===== src/rtl/sync_fifo_param_pkg.sv =====
// Shared constants and helpers for the parametrised FIFO and the SPI status register map.
// Status-bit positions are consumed by the register block, not by the FIFO itself.
package sync_fifo_param_pkg;

  function automatic int unsigned clog2(input int unsigned value);
    int unsigned res;
    int unsigned v;
    res = 0;
    v   = value - 1;
    while (v > 0) begin
      res++;
      v = v >> 1;
    end
    return res;
  endfunction

  localparam int unsigned StatBitOv    = 0;
  localparam int unsigned StatBitUf    = 1;
  localparam int unsigned StatBitAf    = 2;
  localparam int unsigned StatBitAe    = 3;
  localparam int unsigned StatBitFull  = 4;
  localparam int unsigned StatBitEmpty = 5;

endpackage


===== src/rtl/fifo_dpram.sv =====
// FIFODEPTH x FIFOWIDTH storage: one write port, one registered read port.
// Only the read register is reset; the array stays reset-free so it can map onto RAM.
module fifo_dpram
  import sync_fifo_param_pkg::*;
#(
  parameter int unsigned FIFODEPTH = 16,
  parameter int unsigned FIFOWIDTH = 32,
  localparam int unsigned ADDRW    = clog2(FIFODEPTH)
) (
  input  logic                 clk_i,
  input  logic                 rst_ni,
  input  logic                 wr_en_i,
  input  logic [ADDRW-1:0]     wr_addr_i,
  input  logic [FIFOWIDTH-1:0] wr_data_i,
  input  logic                 rd_en_i,
  input  logic [ADDRW-1:0]     rd_addr_i,
  output logic [FIFOWIDTH-1:0] rd_data_o
);

  logic [FIFOWIDTH-1:0] mem_q [FIFODEPTH];
  logic [FIFOWIDTH-1:0] rd_data_q;

  always_ff @(posedge clk_i) begin
    if (wr_en_i) begin
      mem_q[wr_addr_i] <= wr_data_i;
    end
  end

  // Same-address read+write returns the old word, which is what a pop from a full FIFO needs.
  always_ff @(posedge clk_i or negedge rst_ni) begin
    if (!rst_ni) begin
      rd_data_q <= '0;
    end else if (rd_en_i) begin
      rd_data_q <= mem_q[rd_addr_i];
    end
  end

  assign rd_data_o = rd_data_q;

endmodule


===== src/rtl/sync_fifo_param.sv =====
// Parametrised single-clock FIFO with level, almost-full/empty thresholds,
// sticky overflow/underflow and synchronous flush.
module sync_fifo_param
  import sync_fifo_param_pkg::*;
#(
  parameter int unsigned FIFODEPTH  = 16,
  parameter int unsigned FIFOWIDTH  = 32,
  parameter int unsigned AFULL_LVL  = 12,
  parameter int unsigned AEMPTY_LVL = 4,
  localparam int unsigned ADDRW     = clog2(FIFODEPTH)
) (
  input  logic                 Clock,
  input  logic                 Reset_n,
  input  logic                 Write,
  input  logic                 Read,
  input  logic                 Flush,
  input  logic                 ClearOV,
  input  logic                 ClearUF,
  input  logic [FIFOWIDTH-1:0] DataIn,
  output logic [FIFOWIDTH-1:0] DataOut,
  output logic                 Full,
  output logic                 Empty,
  output logic                 AlmostFull,
  output logic                 AlmostEmpty,
  output logic [ADDRW:0]       Level,
  output logic                 OV,
  output logic                 UF,
  output logic [ADDRW-1:0]     ReadPtr,
  output logic [ADDRW-1:0]     WritePtr
);

  localparam logic [ADDRW:0] LvlFull = (ADDRW + 1)'(FIFODEPTH);
  localparam logic [ADDRW:0] LvlAf   = (ADDRW + 1)'(AFULL_LVL);
  localparam logic [ADDRW:0] LvlAe   = (ADDRW + 1)'(AEMPTY_LVL);

  logic [ADDRW-1:0] rd_ptr_q, rd_ptr_d;
  logic [ADDRW-1:0] wr_ptr_q, wr_ptr_d;
  logic [ADDRW:0]   level_q, level_d;
  logic             ov_q, ov_d;
  logic             uf_q, uf_d;
  logic             full, empty;
  logic             push, pop, ov_set, uf_set;

  assign full  = (level_q == LvlFull);
  assign empty = (level_q == '0);

  // A pop on a full FIFO frees the slot the same cycle, so the push is still accepted.
  assign push   = Write & ~Flush & (~full | Read);
  assign pop    = Read & ~Flush & ~empty;
  assign ov_set = Write & ~Flush & full & ~Read;
  assign uf_set = Read & ~Flush & empty;

  always_comb begin
    rd_ptr_d = rd_ptr_q;
    wr_ptr_d = wr_ptr_q;
    level_d  = level_q;
    if (Flush) begin
      rd_ptr_d = '0;
      wr_ptr_d = '0;
      level_d  = '0;
    end else begin
      if (pop) begin
        rd_ptr_d = rd_ptr_q + 1'b1;
      end
      if (push) begin
        wr_ptr_d = wr_ptr_q + 1'b1;
      end
      if (push && !pop) begin
        level_d = level_q + 1'b1;
      end else if (pop && !push) begin
        level_d = level_q - 1'b1;
      end
    end
    ov_d = ov_set | (ov_q & ~ClearOV);
    uf_d = uf_set | (uf_q & ~ClearUF);
  end

  always_ff @(posedge Clock or negedge Reset_n) begin
    if (!Reset_n) begin
      rd_ptr_q <= '0;
      wr_ptr_q <= '0;
      level_q  <= '0;
      ov_q     <= 1'b0;
      uf_q     <= 1'b0;
    end else begin
      rd_ptr_q <= rd_ptr_d;
      wr_ptr_q <= wr_ptr_d;
      level_q  <= level_d;
      ov_q     <= ov_d;
      uf_q     <= uf_d;
    end
  end

  fifo_dpram #(
    .FIFODEPTH(FIFODEPTH),
    .FIFOWIDTH(FIFOWIDTH)
  ) u_mem (
    .clk_i    (Clock),
    .rst_ni   (Reset_n),
    .wr_en_i  (push),
    .wr_addr_i(wr_ptr_q),
    .wr_data_i(DataIn),
    .rd_en_i  (pop),
    .rd_addr_i(rd_ptr_q),
    .rd_data_o(DataOut)
  );

  assign Full        = full;
  assign Empty       = empty;
  assign AlmostFull  = (level_q >= LvlAf);
  assign AlmostEmpty = (level_q <= LvlAe);
  assign Level       = level_q;
  assign OV          = ov_q;
  assign UF          = uf_q;
  assign ReadPtr     = rd_ptr_q;
  assign WritePtr    = wr_ptr_q;

endmodule

===== config.mk =====
export PLATFORM = sky130hd
export DESIGN_NAME = sync_fifo_param
export DESIGN_NICKNAME = d
export VERILOG_FILES = /design/src/rtl/sync_fifo_param_pkg.sv /design/src/rtl/fifo_dpram.sv /design/src/rtl/sync_fifo_param.sv
export SDC_FILE = /design/constraint.sdc
export NUM_CORES = 1
export LEC_CHECK = 0
export ABC_AREA = 1
export ABC_CLOCK_PERIOD_IN_PS = 2700
export CAP_MARGIN = 10
export CORE_AREA = 8 8 213 215
export DETAILED_ROUTE_END_ITERATION = 16
export DIE_AREA = 0 0 221 223
export PLACE_DENSITY = 0.75
export SKIP_CTS_REPAIR_TIMING = 1
export SLEW_MARGIN = 20
export SYNTH_ARGS = -nofsm -noshare
export SYNTH_HDL_FRONTEND = slang
export SYNTH_SLANG_ARGS = --single-unit

===== constraint.sdc =====
create_clock -name Clock -period 2.7 [get_ports Clock]
set_input_delay 0.54 -clock Clock [delete_from_list [all_inputs] [get_ports Clock]]
set_output_delay 0.54 -clock Clock [all_outputs]
set_load 0.05 [all_outputs]

======== After elaboration in Yosys (flattened, before gate mapping) ========
Memories as Yosys holds them, arrays and structs flattened. A register that Yosys moved wholly into a read port is not among the register bits.
Index checks and enable logic that the tools add are counted.
cells by class
  divide/modulo/power cells ............... 0
  magnitude comparators ................... 2
  $add $sub $neg .......................... 4
  shifts and indexed selects .............. 0
  eq/ne operators ......................... 1
  $mul .................................... 0
  reductions and logical operators ........ 9
  mux-type cells .......................... 9
  bitwise operators ....................... 18
operators with widths
  kind                                                                                  count
  4-bit 2-to-1 mux                                                                      4
  5-bit 2-to-1 mux                                                                      3
  1-bit bitwise AND                                                                     9
  4-bit by 1-bit adder with 4-bit output (second input constant)                        2
  1-bit inverter                                                                        6
  5-bit by 1-bit adder with 5-bit output (second input constant)                        1
  5-bit equality test (second input constant)                                           1
  5-bit by 4-bit greater-or-equal comparator with 1-bit output (second input constant)  1
  5-bit by 3-bit <= comparator with 1-bit output (second input constant)                1
  5-bit logical NOT                                                                     1
  5-bit by 1-bit subtractor with 5-bit output (second input constant)                   1
  2-bit nonzero test                                                                    2
  1-bit logical NOT                                                                     3
  1-bit bitwise OR                                                                      3
  3-bit nonzero test                                                                    1
  1-bit logical AND                                                                     2
  1-bit 2-to-1 mux                                                                      2
word-level totals
  memories kept ........................... 1
  latch bits .............................. 0
  logic and storage cells ................. 49
  bits in writable memories ............... 512
  ROM bits ................................ 0
  input bits .............................. 39
  bits in registers ....................... 15
  output and inout bits ................... 51
memories
  name         depth  width  rd ports  clocked after Yosys merged registers in  wr ports  RTL line          RTL
  u_mem.mem_q  16     32     1         1                                        1         fifo_dpram.sv:20  logic [FIFOWIDTH-1:0] mem_q [FIFODEPTH];

======== Logic depth before layout (Yosys ltp) ========
Gate-level depths: netlist (run 1).
  word-level depth ........................ 9
  mapped depth ............................ 15
  gate-level depth less buffers ........... 14

======== By module ========
Synthesis (run 1) repeated with hierarchy kept, for this count alone.
second synthesis, totals
  cells, all modules ...................... 1955
  area total of the unflattened synthesis .. 22781.8 µm²
modules (own cells, without submodules)
  module           times used  area an instance (µm²)  sequential area each (µm²)  cells an instance
  fifo_dpram       1           21839.7                 16175.5                     1842
  sync_fifo_param  1           942.2                   375.4                       113

======== Worst setup path after synthesis (run 1) ========
Ideal clock, no wire load.
  kind .................................... register -> register
  start ................................... register level_q[1] (netlist: Level[1])
  end ..................................... memory u_mem.mem_q[11][0] (enable)
  data required time ...................... 2279 ps
  buffers on the path ..................... 0
  clock period less this slack ............ 3065 ps
  library setup time ...................... 421 ps
  stages on the path, launching flop included .. 7
  arrival ................................. 2644 ps
  setup slack ............................. -365 ps
  path through ............................ dfrtp_1 -> nor2_2 -> nand3_1 -> nor2_1 -> nor2_4 -> nand2_1 -> nor2_1
between the ends
  longest elaborated chain between the ends .. 6
ends and longest elaborated chain
  what                                    RTL line               RTL
  start: declaration                      sync_fifo_param.sv:38  logic [ADDRW:0] level_q, level_d;
  start signal: assignment                sync_fifo_param.sv:88  level_q <= level_d;
  5-bit equality test                     sync_fifo_param.sv:44  assign full = (level_q == LvlFull);
  1-bit inverter                          sync_fifo_param.sv:48  assign push = Write & ~Flush & (~full | Read);
  1-bit bitwise OR                        sync_fifo_param.sv:48
  1-bit bitwise AND                       sync_fifo_param.sv:48
  1-bit 2-to-1 mux                        fifo_dpram.sv:24       if (wr_en_i) begin
  1-bit 2-to-1 mux (not written as such)  fifo_dpram.sv:25       mem_q[wr_addr_i] <= wr_data_i;
  end: declaration                        fifo_dpram.sv:20
Every way passes these cells.

======== Worst setup path in the final report (run 1) ========
  start ................................... register wr_ptr_q[2] (netlist: WritePtr[2])
  end ..................................... output WritePtr[2]
RTL lines
  what                      RTL line               RTL
  start: declaration        sync_fifo_param.sv:37  logic [ADDRW-1:0] wr_ptr_q, wr_ptr_d;
  start signal: assignment  sync_fifo_param.sv:87  wr_ptr_q <= wr_ptr_d;
  end: declaration          sync_fifo_param.sv:29  output logic [ADDRW-1:0] WritePtr
No word-level cell between the ends.

==> out/metrics.yaml, run 1 <==
grt:
  first_global_vias: 15100
  grtUsageTotal: 0.224
  maximum_number_of_pins_on_one_net_before_global_route_repair: 158
  number_of_antenna_violations_at_the_first_check_in_global_routing: 0
  grt_first_pass_wirelength_um: 86100
  grt-ovfl-total: 0
layout:
  layout_common_cells: "sky130_fd_sc_hd__nand2_1, sky130_fd_sc_hd__edfxtp_1, sky130_fd_sc_hd__nand3_1, sky130_fd_sc_hd__clkdlybuf4s50_1, sky130_fd_sc_hd__clkbuf_16"
  final_net_count: 2103
  layout_commonest_cell: "sky130_fd_sc_hd__nand2_1"
  syn_to_final_growth_pct: 15.0
  fill_cells: 3145
  post-route-cell-area_um2: 26300
  finalCoreUtilization: 0.622
  antenna-diode-count: 0
  final_layout_size_suffix_gt1_frac: 0.0849
die:
  ios: 90
  effective_utilization_at_floorplan: 0.540
  die_area_um2: 49300
  die_w_um: 221
  core-area_um2: 42300
  rows: 76
  die_y_um: 223
place:
  postPlaceCellArea_um2: 24600
  dp_hpwl_um: 33800
  place.port_buffers: 89
  routabilityCongestion: 0.866
timing:
  finalSetupViolCount: 0
  final_period_minus_worst_setup_slack_ns: 2.53
  tightestPinTransition_ns: 0.824
  finalHoldViolCount: 0
  timing.final.crit_share: 0.936
  fin_hold_ws_ns: 0.0170
  grt_setup_unrepaired: "no"
  finalMaxSlewViolations: 0
  slew_headroom: 0.449
  maxClockFrequency_ghz: 0.396
  clock_skew_ns: 0.0238
clocking:
  clock-root-buffer: "sky130_fd_sc_hd__clkbuf_16"
  clockBufferDepth: 3
  worstSkewPairLatency_ns: 0.62
  cts_tree: "done"
  tritoncts_num_sinks: 559
  cts-buffers-inserted: 54
  htree_num_levels: 2
  worst_setup_hold_path_clk_slew_ns: 0.06
yosys:
  synthAdderAreaFrac: 0.00580
  synth.avg_cell_area_um2: 11.7
  synth_unique_cells: 31
  synthesis.area_um2: 22900
  synth_xor_xnor_area_share: 0.000766
  synth_compound_gate_area_share: 0.00328
  number_of_synthesized_flops_with_an_enable_pin: 512
  synth_top_family_by_area: "simple AND/OR/NAND/NOR gates"
  synth-main-ff-cell: "sky130_fd_sc_hd__edfxtp_1"
  synth_mux_area_frac: 0
  synth_fp_nets: 2009
  syn-instance-count: 1960
  synth-seq-cells: 559
  yosys.area_share.simple: 0.228
  async_reset_ff_frac: 0.0841
  synth_warnings: 0
  synth-seq-area-share: 0.724
drt:
  wl_met1_um: 21600
  route.final.wire_length_um: 56000
  wl_per_cell_um: 21.2
  dr.max_layer_used: "met4"
  final_antenna_net_count: 0
  met3RoutedLength_um: 4620
  met2RoutedLength_um: 27600
  drt_drc_violations_left: 0
  route.vias.total: 15200
  via_per_inst: 5.77
  detailedRoute.firstPassIterationCount: 6
  dr.first_iter.drc_count: 1723
setup_path:
  cp_slowest_stage_delay_ns: 0.87
  setup.worst_path.class: "flip-flop to primary output"
  cp.required_ns: 2.16
  r2r-end: "u_mem.rd_data_o[5]$_DFFE_PN0P_"
  endpoint_type_of_the_worst_setup_path: "primary output"
  critical_path.slowest_cell: "sky130_fd_sc_hd__clkdlybuf4s50_1"
  r2r_setup_slack_ns: 0.52
  crit-reg2reg-launch: "Level[1]$_DFFE_PN0P_"
  timing.critical_path.from_type: "flip-flop"
  timing.critical_path.max_delay_family: "buffers and inverters"
  timing.critical_path.arrival_ns: 1.99
  crit_chain: "clkdlybuf4s50_1"
  critical_path.n_buffers_inverters: 1
  path_max_fanout: 6
  timing.reg2reg.worst_path_depth: 8
pwr:
  seq_power_share: 0.417
  switching_power_w: 0.00810
  power.density_nw_per_um2: 919
  p_leak_nw: 9.89
  power_report.internal_total_w: 0.0161
  power.share.clock: 0.304
  comb_power_share: 0.279
  vdd_ir_drop_max_mv: 0.690
  p_sw_frac: 0.335
flow_run:
  cap_viol_max_count: 0
min_path:
  min-delay-path-class: "primary input to async pin"
outcome:
  outcome: "finished, final reports clean"
==> cells by family after synthesis <==
logic type | Yosys count
xor gates and xnor gates | 2
and+or+nand+nor | 1242
AOI/OAI and AO/OA | 12
buffers and inverters | 135
adders and majority gates | 10
DFF | 559
==> Yosys cell counts (2+ instances only) <==
library cell                 n  share of area
sky130_fd_sc_hd__ha_1        9         0.0049
sky130_fd_sc_hd__edfxtp_1  512           0.67
sky130_fd_sc_hd__buf_1       7         0.0011
sky130_fd_sc_hd__nand4_1     3        0.00082
sky130_fd_sc_hd__nand3_1   393          0.086
sky130_fd_sc_hd__clkbuf_1    7         0.0011
sky130_fd_sc_hd__nand2_2     2        0.00055
sky130_fd_sc_hd__buf_6      24          0.012
sky130_fd_sc_hd__inv_2       4        0.00066
sky130_fd_sc_hd__buf_8       2         0.0013
sky130_fd_sc_hd__buf_2      47          0.010
sky130_fd_sc_hd__a21oi_1     3        0.00066
sky130_fd_sc_hd__nor2_2      4         0.0011
sky130_fd_sc_hd__buf_4      25         0.0082
sky130_fd_sc_hd__o21ai_0     6         0.0013
sky130_fd_sc_hd__nor3_1      2        0.00044
sky130_fd_sc_hd__nor2_1     21         0.0034
sky130_fd_sc_hd__xor2_1      2        0.00077
sky130_fd_sc_hd__dfrtp_1    47          0.051
sky130_fd_sc_hd__nand2_1   814           0.13
sky130_fd_sc_hd__inv_1      16         0.0026
==> state kept, by name (all words and copies together) (netlist names) <==
| signal | flops |
|---|---|
| u_mem.mem_q | 512 |
| u_mem.rd_data_o | 32 |
| Level | 5 |
| ReadPtr | 4 |
| WritePtr | 4 |
| OV | 1 |
| UF | 1 |
==> how the worst max path moves through the flow <==
stage                       startpoint  depth (start not counted)                      endpoint
6_report       WritePtr[2]$_DFFE_PN0P_                          1                   WritePtr[2]
4_1_cts           Level[1]$_DFFE_PN0P_                          4                   AlmostEmpty
3_3_place_gp                     Write                          8  u_mem.mem_q[8][26]$_DFFE_PP_
2_1_floorplan     Level[1]$_DFFE_PN0P_                          6  u_mem.mem_q[11][0]$_DFFE_PP_
5_1_grt           Level[0]$_DFFE_PN0P_                          4                   AlmostEmpty
3_5_place_dp                     Flush                          7  u_mem.mem_q[8][26]$_DFFE_PP_
==> per-stage QoR <==
step	power, W	TNS, ns	instances	setup slack, ns
5_1_grt	0.0253	0	2643	0.0767
3_5_place_dp	0.0170	-1.65	2544	-0.0662
3_3_place_gp	0.0168	0	2544	0.0571
6_report	0.0242	0	2643	0.173
4_1_cts	0.0242	-0.501	2643	-0.245
2_1_floorplan	0.0152	-151.13	1960	-0.365
==> power groups by stage <==
stage	Sequential (W)	Combinational [W]	Clock, W
5_1_grt	0.0101	0.00738	0.00776
6_report	0.0101	0.00674	0.00734
2_1_floorplan	0.0111	0.00406	0
3_3_place_gp	0.0102	0.00658	0
4_1_cts	0.0101	0.00675	0.00742
3_5_place_dp	0.0103	0.00670	0
==> layout make-up <==
type                            count  area (um^2)  share of cell area
Clock inverter                     33          303              0.0115
Tap cell                          546          683              0.0260
Inverter                           22         92.6             0.00352
Clock buffer                       66         1420              0.0539
Multi-Input combinational cell   1266         5550               0.211
Sequential cell                   559        16600               0.630
Timing Repair Buffer              151         1690              0.0644
==> layer usage <==
layer  GRT usage  up-vias
li1            -     6954
met1       0.279     7387
met2       0.381      749
met3      0.0443      149
met4      0.0945        0
met5           0        -
Power figures use the tool's default switching activity.
==> run 2, diff against run 1 <==
Settings changed: SLEW_MARGIN 20 to 25.
==> results of run 2 <==
The final DEF is identical to that of run 1; final timing and power are the same.
